## config.mk

```make
export PLATFORM = sky130hd
export DESIGN_NAME = psum_norm
export DESIGN_NICKNAME = d
export VERILOG_FILES = /design/src/rtl/fullchip_pkg.sv /design/src/rtl/seq_divider.sv /design/src/rtl/psum_norm.sv
export SDC_FILE = /design/constraint.sdc
export NUM_CORES = 1
export LEC_CHECK = 0
export ABC_AREA = 0
export ABC_CLOCK_PERIOD_IN_PS = 10700
export BUFFER_PORTS_ARGS = -buffer_cell sky130_fd_sc_hd__buf_2
export CAP_MARGIN = 40
export CORE_MARGIN = 2
export CORE_UTILIZATION = 33
export CTS_BUF_LIST = sky130_fd_sc_hd__clkbuf_8
export DETAILED_ROUTE_END_ITERATION = 10
export MAX_ROUTING_LAYER = met4
export SYNTH_ARGS = -nofsm -noshare
export SYNTH_HDL_FRONTEND = slang
export SYNTH_SLANG_ARGS = --single-unit
```

## constraint.sdc

```tcl
create_clock -name clk -period 10.7 [get_ports clk]
set_input_delay 1.07 -clock clk [delete_from_list [all_inputs] [get_ports clk]]
set_output_delay 1.07 -clock clk [all_outputs]
set_load 0.02 [all_outputs]
```

## src/rtl/fullchip_pkg.sv

```systemverilog
// Shared defaults and state encoding for the accelerator core datapath.
package fullchip_pkg;
  localparam int COL_DEF = 8;
  localparam int BW_DEF  = 8;

  typedef enum logic [1:0] {IDLE, SUM, DIV, DONE} norm_state_t;

  // Normalized magnitudes carry one bit less than the signed output width.
  function automatic int frac_bits(input int w);
    return w - 1;
  endfunction
endpackage

```

## src/rtl/seq_divider.sv

```systemverilog
// Restoring unsigned divider, one quotient bit per cycle, DW cycles from start to done.
module seq_divider #(
  parameter int DW = 27,
  parameter int SW = 23
) (
  input  logic          clk,
  input  logic          reset,
  input  logic          start,
  input  logic [DW-1:0] dividend,
  input  logic [SW-1:0] divisor,
  output logic          busy,
  output logic          done,
  output logic [DW-1:0] quotient
);
  localparam int CW = $clog2(DW + 1);

  logic [SW-1:0] rem, dsr, rem_in, dsr_in, rem_nxt;
  logic [DW-1:0] shreg, sh_in;
  logic [SW:0]   trial;
  logic          fits;
  logic [CW-1:0] cnt;

  // The first step runs on the start edge straight from the operands.
  always_comb begin
    rem_in  = busy ? rem : '0;
    sh_in   = busy ? shreg : dividend;
    dsr_in  = busy ? dsr : divisor;
    trial   = {rem_in, sh_in[DW-1]};
    fits    = trial >= {1'b0, dsr_in};
    rem_nxt = fits ? SW'(trial - {1'b0, dsr_in}) : trial[SW-1:0];
  end

  assign quotient = shreg;

  always_ff @(posedge clk) begin
    if (reset) begin
      busy  <= 1'b0;
      done  <= 1'b0;
      cnt   <= '0;
      rem   <= '0;
      dsr   <= '0;
      shreg <= '0;
    end else begin
      done <= 1'b0;
      if (busy || start) begin
        rem   <= rem_nxt;
        shreg <= {sh_in[DW-2:0], fits};
        dsr   <= dsr_in;
      end
      if (busy) begin
        cnt <= cnt + 1'b1;
        if (cnt == CW'(DW - 1)) begin
          busy <= 1'b0;
          done <= 1'b1;
        end
      end else if (start) begin
        cnt  <= CW'(1);
        busy <= 1'b1;
      end
    end
  end
endmodule

```

## src/rtl/psum_norm.sv

```systemverilog
// Sign-preserving L1 normalization of one psum vector using a single shared divider.
module psum_norm
  import fullchip_pkg::*;
#(
  parameter int col     = COL_DEF,
  parameter int bw      = BW_DEF,
  parameter int bw_psum = 2 * bw + 4,
  parameter int FRAC    = frac_bits(bw)
) (
  input  logic                   clk,
  input  logic                   reset,
  input  logic                   in_valid,
  output logic                   in_ready,
  input  logic [bw_psum*col-1:0] in_psum,
  output logic                   out_valid,
  input  logic                   out_ready,
  output logic [bw*col-1:0]      out_data
);
  localparam int DW = bw_psum + FRAC;
  localparam int SW = bw_psum + $clog2(col);
  localparam int KW = (col > 1) ? $clog2(col) : 1;
  localparam logic [KW-1:0] K_LAST = KW'(col - 1);

  norm_state_t state, state_nxt;

  logic signed [bw_psum-1:0] psum_p0 [col];
  logic [bw_psum-1:0]        abs_c   [col];
  logic [bw_psum-1:0]        abs_p1  [col];
  logic [SW-1:0]             sum_c, sum_p1;
  logic [KW-1:0]             k, k_inc;
  logic [bw*col-1:0]         work, work_nxt;
  logic [bw_psum-1:0]        abs_sel;
  logic                      div_start, div_busy, div_done;
  logic [DW-1:0]             div_dividend, div_quotient;
  logic [SW-1:0]             div_divisor;

  // Quotient >= 2^FRAC only happens when one element carries the whole sum.
  function automatic logic signed [bw-1:0] sat_sign(input logic [DW-1:0] quo,
                                                    input logic neg,
                                                    input logic zero_div);
    logic [FRAC-1:0]       mag;
    logic signed [bw-1:0]  m;
    if (zero_div)                 mag = '0;
    else if (quo[DW-1:FRAC] != '0) mag = '1;
    else                          mag = quo[FRAC-1:0];
    m = signed'({{(bw-FRAC){1'b0}}, mag});
    return neg ? -m : m;
  endfunction

  // Stage p0 -> p1: magnitudes and their sum
  always_comb begin
    sum_c = '0;
    for (int i = 0; i < col; i++) begin
      abs_c[i] = psum_p0[i][bw_psum-1] ? unsigned'(-psum_p0[i]) : unsigned'(psum_p0[i]);
      sum_c    = sum_c + SW'(abs_c[i]);
    end
  end

  assign k_inc = k + 1'b1;

  // Element 0 starts on the SUM edge from the combinational sum; later ones chain on done.
  always_comb begin
    abs_sel      = (state == SUM) ? abs_c[0] : abs_p1[k_inc];
    div_dividend = {abs_sel, {FRAC{1'b0}}};
    div_divisor  = (state == SUM) ? sum_c : sum_p1;
    div_start    = !div_busy &&
                   ((state == SUM) || (state == DIV && div_done && k != K_LAST));
  end

  seq_divider #(.DW(DW), .SW(SW)) u_div (
    .clk      (clk),
    .reset    (reset),
    .start    (div_start),
    .dividend (div_dividend),
    .divisor  (div_divisor),
    .busy     (div_busy),
    .done     (div_done),
    .quotient (div_quotient)
  );

  always_comb begin
    state_nxt = state;
    work_nxt  = work;
    work_nxt[k*bw +: bw] = sat_sign(div_quotient, psum_p0[k][bw_psum-1], sum_p1 == '0);
    unique case (state)
      IDLE:    if (in_valid) state_nxt = SUM;
      SUM:     state_nxt = DIV;
      DIV:     if (div_done && k == K_LAST) state_nxt = DONE;
      DONE:    if (out_ready) state_nxt = IDLE;
      default: state_nxt = IDLE;
    endcase
  end

  assign in_ready  = (state == IDLE);
  assign out_valid = (state == DONE);

  always_ff @(posedge clk) begin
    if (reset) begin
      state    <= IDLE;
      k        <= '0;
      out_data <= '0;
    end else begin
      state <= state_nxt;
      if (state == SUM) begin
        k <= '0;
      end else if (state == DIV && div_done) begin
        k <= k_inc;
        if (k == K_LAST) out_data <= work_nxt;
      end
    end
  end

  always_ff @(posedge clk) begin
    if (state == IDLE && in_valid) begin
      for (int i = 0; i < col; i++) psum_p0[i] <= signed'(in_psum[i*bw_psum +: bw_psum]);
    end
    if (state == SUM) begin
      abs_p1 <= abs_c;
      sum_p1 <= sum_c;
    end
    if (state == DIV && div_done) work <= work_nxt;
  end
endmodule

```

==> results of run 1 <==
-- worst reg2reg max path, delay by kind of cell, from the launching register on --
family / cells / cell delay [ns]
xor+xnor: 1 / 0.17
fa+ha+maj: 6 / 2.75
buf+inv: 4 / 0.83
flops: 1 / 0.45
mux: 1 / 0.14
simple gates: 7 / 2.00
compound gates: 10 / 3.03
-- flip-flops by register name (all words and copies together) (netlist names), named ones only --
| register | flops |
|---|---|
| u_div.dsr | 23 |
| work | 64 |
| u_div.busy | 1 |
| state | 2 |
| sum_p1 | 23 |
| psum_p0 | 160 |
| abs_p1 | 160 |
| k | 3 |
| u_div.rem | 23 |
| u_div.done | 1 |
| out_data | 64 |
| u_div.quotient | 27 |
| u_div.cnt | 5 |
-- cell usage in the layout (no fill, tap or decap), drive strengths merged, types with 14 or more instances in the layout --
cell / n
or4: 16
nand2: 223
nor3: 72
nand2b: 27
ha: 65
mux2i: 53
a21o: 24
o211a: 16
o21ai: 132
nand3: 14
a21oi: 112
mux4: 42
or3: 17
xor2: 30
and3: 14
o41ai: 25
clkbuf: 102
xnor2: 140
mux2: 24
nand4: 14
o31ai: 46
edfxtp: 384
and2: 25
inv: 197
buf: 261
clkinv: 33
fa: 120
nor2: 231
nor4: 24
dfxtp: 175
a211oi: 34
-- area by class of cell --
| type | instances | area share (%) |
|---|---|---|
| multi-input cells | 1648 | 38.48 |
| diodes | 7 | 0.05281 |
| repair buffers | 262 | 4.492 |
| flip-flops and latches | 559 | 45.34 |
| well taps | 1155 | 4.357 |
| clock buffers | 102 | 4.232 |
| clock inverters | 67 | 1.173 |
| inverters | 166 | 1.878 |
-- per-layer routing --
layer	part of all wire [%]	track usage [%]	vias up
li1	-	-	9412
met1	45	23.67	9672
met2	46	27.41	660
met3	7.1	3.834	112
met4	2.4	5.167	0
met5	0	-	-
-- path summary, 6_finish.rpt --
check / slack [ns] / depth (start not counted) / start / end
min reg2reg: 0.45 / 2 / out_data[32] / out_data[32]
max: 1.23 / 29 / psum_p0[5][2] / u_div.rem[22]
min: 0.45 / 2 / out_data[32] / out_data[32]
max reg2reg: 1.23 / 29 / psum_p0[5][2] / u_div.rem[22]
-- synth_stat cells, drive strengths merged, types with 17 or more instances --
library cell  instances
clkbuf               87
mux2                 24
nand2b               27
o31ai                46
o21ai               132
and2                 25
nand2               223
mux4                 42
a211oi               34
ha                   65
dfxtp               175
inv                 165
buf                  21
edfxtp              384
o41ai                25
xor2                 30
a21o                 24
or3                  17
fa                  120
nor2                231
xnor2               140
nor3                 72
mux2i                53
nor4                 24
a21oi               112
-- per-stage QoR --
stage | hold WS (ns) | std cells
final | 0.4525 | 3966
after global routing | 0.4757 | 3965
after CTS | 0.4534 | 3959
after detailed placement | 0.4449 | 3790
after global placement | 0.4412 | 3781
after floorplan | 0.4321 | 2481
-- cell families after synthesis --
logic type	Yosys count	synth area share (%)
adder cells (fa/ha/maj)	185	11.16
XOR/XNOR	170	5.167
AND/OR/NAND/NOR	715	11.50
buffers and inverters	274	3.634
AO/OA/AOI/OAI	459	10.31
flip-flops	559	52.17
multiplexers	119	6.061
==> summary.txt, run 1 <==
Routing
  • Routed wire per std cell: 19.44 microns
  • DRT antenna net count: 0
  • Via density: 5.007
  • Via Count: 19.86k
  • DRC errors left: 0
  • DR iter-0 viols: 1706
  • WL final: 77080 microns
  • Initial DRT Pass Iterations: 6

Worst setup path
  • CP max FO: 25
  • Worst Path Arrival: 10.07 ns
  • Crit-path most repeated cell: fa_1
  • Buffers & Inverters on Critical Path: 4
  • Req. time, crit path: 11.30 ns
  • Critical Path Start Type: flop
  • Crit path kind: flop to flop
  • Crit path max-delay family: compound AO/OA/AOI/OAI gates
  • CP max-delay cell: nor3_1
  • Critical path endpoint category: flop
  • Largest stage delay on the critical path: 0.62 ns

STA
  • Setup TNS Final: 0 ns
  • Post-layout minimum cycle time: 9.475 ns
  • Setup ws final: 1.225 ns
  • Tcrit/Tclk final: 88.55%
  • Worst-margin pin slew: 0.9591 ns
  • Max-slew violations: 0
  • Worst Skew: 0.05987 ns
  • Relative slew slack: 36.06%
  • Highest clock rate: 0.1055 GHz
  • Hold Fails Final Rpt: 0
  • RSZ-0062 raised after global routing: false
  • Final setup violating endpoints: 0

Synth
  • Sequential area share after synthesis: 52.17%
  • Post-synth ARST share: 0%
  • Mapped cell area: 28820 sq um
  • EDFF count, synth: 384
  • Flop and latch count out of synthesis: 559
  • Syn nets: 2830
  • Yosys Warn Count: 0
  • Top area cells in the synthesized netlist: edfxtp_1 40%, dfxtp_1 12%, fa_1 8.3%, xnor2_1 4.3%, mux4_2 3.3%
  • Netlist cell types: 73
  • Top FF cell, synth: edfxtp_1
  • Avg Cell Area, Syn: 11.62 sq um
  • Synth area leader: edfxtp_1
  • Mapped Cells: 2481
  • Top cell type's share of synthesized area: 40.01%

Run status
  • Outcome: finished, final reports clean

Finish
  • Finished layout cell area: 33170 sq um
  • Synth-to-Final Area Change: 15.11%
  • Nets: 3079
  • Final core occ: 38.30%
  • Layout cell share with drive strength beyond 1: 17.51%
  • # fillers: 8470
  • Area occupied by multi-input gates: 12760 sq um
  • FF+latch area: 15040 sq um

Clock tree
  • Cts hold-fix bufs: 0
  • CTS tree: done
  • Resized Gates After CTS: 0
  • CTS clk-pin slew, worst paths: 0.06 ns
  • Root Buffer: clkbuf_8
  • Htree depth: 3
  • Maximum clock path buffer count: 3
  • Total setup buffers inserted after CTS: 0
  • TritonCTS Buffers: 93
  • Clk sinks: 559
  • Skew-Pair Late Insertion Delay: 0.72 ns

GRT
  • Vias in the first global route: 19.76k
  • GRT Total Usage: 17.82%
  • Global route overflow: 0
  • Largest net degree at the start of global routing: 74
  • Initial antenna violation count: 9
  • First-pass GRT wire length: 118400 microns

Die
  • Core box area: 86620 sq um
  • Die ar.: 89710 sq um
  • Row count: 108
  • Initial Util: 33.27%
  • Die Y: 299.5 microns
  • Horiz. Die Dim: 299.5 microns
  • Count of pins on the block boundary: 230

Placed design
  • Gpl congestion: 0.8832
  • DP Area: 31360 sq um
  • PortBufs: 229
  • Post-Place Setup Slack: 1.376 ns
  • DP HPWL: 57330 microns

Flow run
  • Max-Cap Viols: 0

Hold path
  • Hold crit path type: flop to flop
Power of run 1 is left out: the tool's default activity adds up to more than one toggle a clock period on the data nets, which glitch-free logic cannot reach.
==> run 2, diff against run 1 <==
--- a/config.mk
+++ b/config.mk
@@ -5,7 +5,7 @@
 export SDC_FILE = /design/constraint.sdc
 export NUM_CORES = 1
 export LEC_CHECK = 0
-export ABC_AREA = 0
+export ABC_AREA = 1
 export ABC_CLOCK_PERIOD_IN_PS = 10700
 export BUFFER_PORTS_ARGS = -buffer_cell sky130_fd_sc_hd__buf_2
 export CAP_MARGIN = 40
@@ -16,4 +16,5 @@
 export MAX_ROUTING_LAYER = met4
 export SYNTH_ARGS = -nofsm -noshare
 export SYNTH_HDL_FRONTEND = slang
+export SYNTH_HIERARCHICAL = 1
 export SYNTH_SLANG_ARGS = --single-unit
==> summary.txt, run 2 <==
Flow run
  • Max-Cap Viols: 0

GRT
  • Initial antenna violation count: 13
  • First-pass GRT wire length: 131800 microns
  • Largest net degree at the start of global routing: 84
  • Vias in the first global route: 22.47k
  • Global route overflow: 0
  • GRT Total Usage: 18.65%

Finish
  • Largest regs: abs_p1 x160, psum_p0 x160
  • Area occupied by multi-input gates: 13140 sq um
  • Final core occ: 38.27%
  • FF+latch area: 15040 sq um
  • # fillers: 9237
  • Synth-to-Final Area Change: 14.89%
  • Most frequent cells in the layout: 553 x nand2_1, 527 x inv_1, 384 x edfxtp_1
  • Most common cell after layout, fill and taps aside: nand2_1
  • Layout cell share with drive strength beyond 1: 15.32%
  • Nets: 3864

Synth
  • Main combinational cell family by area after synthesis: simple AND/OR/NAND/NOR gates
  • Sequential area share after synthesis: 49.24%
  • Simple-Gate Fraction of Synth Area: 16.27%
  • Post-synth ARST share: 0%
  • Top FF cell, synth: edfxtp_1
  • Post-synthesis adder-cell area fraction: 10.57%
  • Most common cell in the netlist: nand2_1
  • Mapped Cells: 3256
  • Top cell type's share of synthesized area: 37.77%
  • Post-synthesis compound-gate area fraction: 11.31%
  • Top area cells in the synthesized netlist: edfxtp_1 38%, dfxtp_1 11%, fa_1 7.9%, nand2_1 6.8%, inv_1 6.1%
  • Mux share of post-synthesis cell area: 0%
  • Mapped cell area: 30530 sq um
  • Netlist cell types: 62
  • Avg Cell Area, Syn: 9.377 sq um
  • EDFF count, synth: 384
  • Post-synthesis xor/xnor area fraction: 4.725%
  • Synth area leader: edfxtp_1
  • Post-synth top cells: 553 x nand2_1, 495 x inv_1, 384 x edfxtp_1
  • Flop and latch count out of synthesis: 559
  • Yosys Warn Count: 6

Hold path
  • Hold crit path type: flop to flop
  • Worst hold stages: 2

STA
  • Worst-margin pin slew: 1.005 ns
  • Worst Skew: 0.06018 ns
  • RSZ-0062 raised after global routing: false
  • Setup TNS Final: 0 ns
  • Tcrit/Tclk final: 83.17%
  • Final setup violating endpoints: 0
  • Max-slew violations: 0
  • Post-layout minimum cycle time: 8.899 ns
  • Hold Fails Final Rpt: 0
  • Relative slew slack: 32.47%
  • Highest clock rate: 0.1124 GHz
  • Fin Hold WS: 0.4675 ns

Clock tree
  • Htree depth: 3
  • Clk sinks: 559
  • CTS clk-pin slew, worst paths: 0.06 ns
  • Skew-Pair Late Insertion Delay: 0.77 ns
  • Total setup buffers inserted after CTS: 0
  • Maximum clock path buffer count: 3
  • TritonCTS Buffers: 97
  • Cts hold-fix bufs: 0
  • Resized Gates After CTS: 0
  • Root Buffer: clkbuf_8
  • CTS tree: done

Placed design
  • DP HPWL: 63720 microns
  • PortBufs: 229
  • Gpl congestion: 0.8631

Worst setup path
  • CP max-delay cell: fa_1
  • Crit path kind: flop to flop
  • Critical path endpoint category: flop
  • WP depth: 34
  • R2R cell count: 34
  • Worst Setup SP: psum_p0[7][0]
  • Crit path max-delay family: adder cells
  • Worst Path Arrival: 9.49 ns
  • R2r setup slk: 1.80 ns
  • Reg-to-Reg Start: psum_p0[7][0]
  • Buffers & Inverters on Critical Path: 4
  • Largest stage delay on the critical path: 0.55 ns
  • Critical Path Start Type: flop
  • FF-to-FF End: u_div/rem[20]
  • Req. time, crit path: 11.29 ns
  • CP max FO: 26
  • Setup crit end: u_div/rem[20]

Die
  • Die Y: 308.2 microns
  • Initial Util: 33.31%
  • Core box area: 91660 sq um
  • Row count: 111
  • Count of pins on the block boundary: 230
  • Die ar.: 94970 sq um
  • Horiz. Die Dim: 308.2 microns

Routing
  • Initial DRT Pass Iterations: 5
  • Via Count: 23.08k
  • DR iter-0 viols: 1941
  • WL final: 85740 microns
  • DRT antenna net count: 0
  • Via density: 4.815
  • Routed wire per std cell: 17.89 microns
  • DRC errors left: 0

Run status
  • Outcome: finished, final reports clean
==> run 2: cell count changes after synthesis, sizes merged, moves of 42 or more <==
cell   previous run  this run
nand3            14       111
inv             165       503
mux2i            53         0
mux4             42         0
nor2            231       303
xnor2           140        52
o21ai           132       330
nand2           223       579
xor2             30       111
==> run 2: how the worst min path moves through the flow <==
stage | from | end
after detailed placement | u_div/rem[2] | u_div/rem[2]
final | u_div/rem[2] | u_div/rem[2]
after global routing | in_psum[78] | psum_p0[3][18]
after floorplan | sum_p1[2] | sum_p1[2]
after CTS | in_psum[78] | psum_p0[3][18]
after global placement | u_div/dsr[1] | u_div/dsr[1]
==> run 2: logic make-up after synthesis <==
| kind of cell | after synthesis |
|---|---|
| AOI/OAI and AO/OA | 604 |
| xor gates and xnor gates | 163 |
| adders and majority gates | 186 |
| buffers and inverters | 623 |
| DFF | 559 |
| other | 1 |
| and+or+nand+nor | 1120 |
==> run 2: worst min-delay path: cells and delay by family (launching register included) <==
family | cells | cell delay [ns]
flip-flops | 1 | 0.31
AND/OR/NAND/NOR | 1 | 0.06
AO/OA/AOI/OAI | 1 | 0.05
==> run 2: through the flow <==
| stage | cell area (sq um) | worst slack (ns) | instances |
|---|---|---|---|
| 2_1_floorplan | 30550 | 3.587 | 3262 |
| 3_3_place_gp | 32940 | 2.042 | 4591 |
| 3_5_place_dp | 33110 | 1.853 | 4601 |
| 4_1_cts | 35050 | 1.826 | 4782 |
| 5_1_grt | 35070 | 0.8994 | 4790 |
| 6_report | 35080 | 1.801 | 4793 |
==> run 2: cell type report <==
| type | instances | area share (%) |
|---|---|---|
| Antenna cell | 11 | 0.07848 |
| Multi-Input combinational cell | 2080 | 37.47 |
| Inverter | 509 | 5.468 |
| Clock buffer | 106 | 4.159 |
| Clock inverter | 75 | 1.355 |
| Sequential cell | 559 | 42.88 |
| Timing Repair Buffer | 267 | 4.359 |
| Tap cell | 1186 | 4.231 |
==> run 2: layer usage <==
layer  track usage [%]  vias up  part of all wire [%]
li1                  -    11267                     -
met1             24.56    10928                    45
met2             29.80      754                    46
met3             3.546      131                   7.0
met4             4.186        0                   1.9
met5                 -        -                     0
Power of run 2 is left out for the same reason.
==> run 3, diff against run 2 <==
--- a/config.mk
+++ b/config.mk
@@ -6,7 +6,7 @@
 export NUM_CORES = 1
 export LEC_CHECK = 0
 export ABC_AREA = 1
-export ABC_CLOCK_PERIOD_IN_PS = 10700
+export ABC_CLOCK_PERIOD_IN_PS = 9100
 export BUFFER_PORTS_ARGS = -buffer_cell sky130_fd_sc_hd__buf_2
 export CAP_MARGIN = 40
 export CORE_MARGIN = 2
==> constraint.sdc (replaced) <==
create_clock -name clk -period 9.1 [get_ports clk]
set_input_delay 0.91 -clock clk [delete_from_list [all_inputs] [get_ports clk]]
set_output_delay 0.91 -clock clk [all_outputs]
set_load 0.02 [all_outputs]
==> summary.txt, run 3 (synthesized netlist as in run 2, its figures left out) <==
Clock tree
  • Clk sinks: 559
  • Maximum clock path buffer count: 3
  • CTS tree: done
  • Root Buffer: clkbuf_8
  • TritonCTS Buffers: 91
  • Htree depth: 3
  • Skew-Pair Late Insertion Delay: 0.73 ns
  • CTS clk-pin slew, worst paths: 0.06 ns

Finish
  • Nets: 3870
  • Synth-to-Final Area Change: 14.51%
  • Largest regs: abs_p1 x160, psum_p0 x160
  • Most common cell after layout, fill and taps aside: nand2_1
  • Most frequent cells in the layout: 553 x nand2_1, 519 x inv_1, 384 x edfxtp_1
  • Layout cell share with drive strength beyond 1: 15.46%

Routing
  • DR iter-0 viols: 1993
  • DRT antenna net count: 0
  • Routed wire per std cell: 17.71 microns
  • Initial DRT Pass Iterations: 6
  • Via density: 4.825
  • DRC errors left: 0
  • Via Count: 23.08k
  • WL final: 84710 microns

STA
  • Worst Skew: 0.04484 ns
  • Highest clock rate: 0.1203 GHz
  • RSZ-0062 raised after global routing: false
  • Hold Fails Final Rpt: 0
  • Tcrit/Tclk final: 91.33%
  • Setup TNS Final: 0 ns
  • Max-slew violations: 0
  • Fin Hold WS: 0.3725 ns
  • Worst-margin pin slew: 0.8929 ns
  • Relative slew slack: 40.47%
  • Post-layout minimum cycle time: 8.311 ns
  • Final setup violating endpoints: 0

Placed design
  • DP HPWL: 63870 microns
  • PortBufs: 229
  • Gpl congestion: 0.8796

Worst setup path
  • Worst Setup SP: psum_p0[4][0]
  • Crit path max-delay family: simple AND/OR/NAND/NOR gates
  • Worst Path Arrival: 8.92 ns
  • Crit path kind: flop to flop
  • Critical Path Start Type: flop
  • Critical path endpoint category: flop
  • Buffers & Inverters on Critical Path: 7
  • Req. time, crit path: 9.71 ns
  • Largest stage delay on the critical path: 0.55 ns
  • Reg-to-Reg Start: psum_p0[4][0]
  • CP max FO: 15
  • CP max-delay cell: fa_1

Die
  • Row count: 111
  • Count of pins on the block boundary: 230
  • Die ar.: 94970 sq um
  • Horiz. Die Dim: 308.2 microns
  • Die Y: 308.2 microns
  • Initial Util: 33.31%
  • Core box area: 91660 sq um

GRT
  • First-pass GRT wire length: 129900 microns
  • Vias in the first global route: 22.33k
  • Global route overflow: 0
  • Largest net degree at the start of global routing: 88
  • GRT Total Usage: 18.39%
  • Initial antenna violation count: 11

Flow run
  • Max-Cap Viols: 0

Hold path
  • Beginning of the worst hold path: in_psum[113]
  • Hold crit path type: primary input to flop

Run status
  • Outcome: finished, final reports clean
## run 3: cell count changes in the layout (fill, tap and decap cells not counted), moves of 5 or more
cell	before	now
diode_2	11	6
buf_4	32	41
inv_1	527	519
clkbuf_8	106	101
## run 3: routing by layer
layer  routed length (microns)  part of all wire [%]  GRT usage (%)
met1                     37930                    45          24.50
met2                     39010                    46          29.09
met3                      5814                   6.9          3.017
met4                      1947                   2.3          4.833
met5                         0                     0              -
## run 3: per-stage QoR
stage / utilization, % / std cells / instance area (sq um) / worst slack (ns)
after CTS: 38.11 / 4776 / 34930 / 0.6147
after detailed placement: 36.21 / 4612 / 33190 / 0.6568
final: 38.14 / 4783 / 34960 / 0.7885
after floorplan: - / 3262 / 30550 / 1.987
after global routing: 38.13 / 4781 / 34950 / 0.06594
after global placement: 36.01 / 4600 / 33010 / 0.7440
## run 3: final cells by class
| type | count | area, sq um |
|---|---|---|
| fill | 9224 | 56700 |
| timing repair buffer | 279 | 1609 |
| inverter | 509 | 1918 |
| clock buffer | 101 | 1390 |
| sequential | 559 | 15040 |
| tap | 1186 | 1484 |
| multi-input combinational | 2080 | 13150 |
| antenna | 6 | 15.01 |
| clock inverter | 63 | 352.8 |
## run 3: repair_timing
action,CTS,global route
resized for setup,0,2
hold buffers,0,0
setup buffers,0,1
endpoints found under the setup margin,0,23
## run 3: worst reg2reg max path: cells and delay by family (launching register included)
family | cells | cell delay, ns
and+or+nand+nor | 18 | 2.97
adders and majority gates | 7 | 2.89
AOI/OAI and AO/OA | 6 | 1.01
buffers and inverters | 7 | 0.51
DFF | 1 | 0.48
xor gates and xnor gates | 1 | 0.34
## run 3: path summary, 6_finish.rpt
check	slack, ns	to	cells after the start
max reg2reg	0.79	u_div/rem[2]	39
min	0.37	psum_p0[5][13]	1
max	0.79	u_div/rem[2]	39
min reg2reg	0.47	u_div/rem[2]	2
Power of run 3 is left out for the same reason.
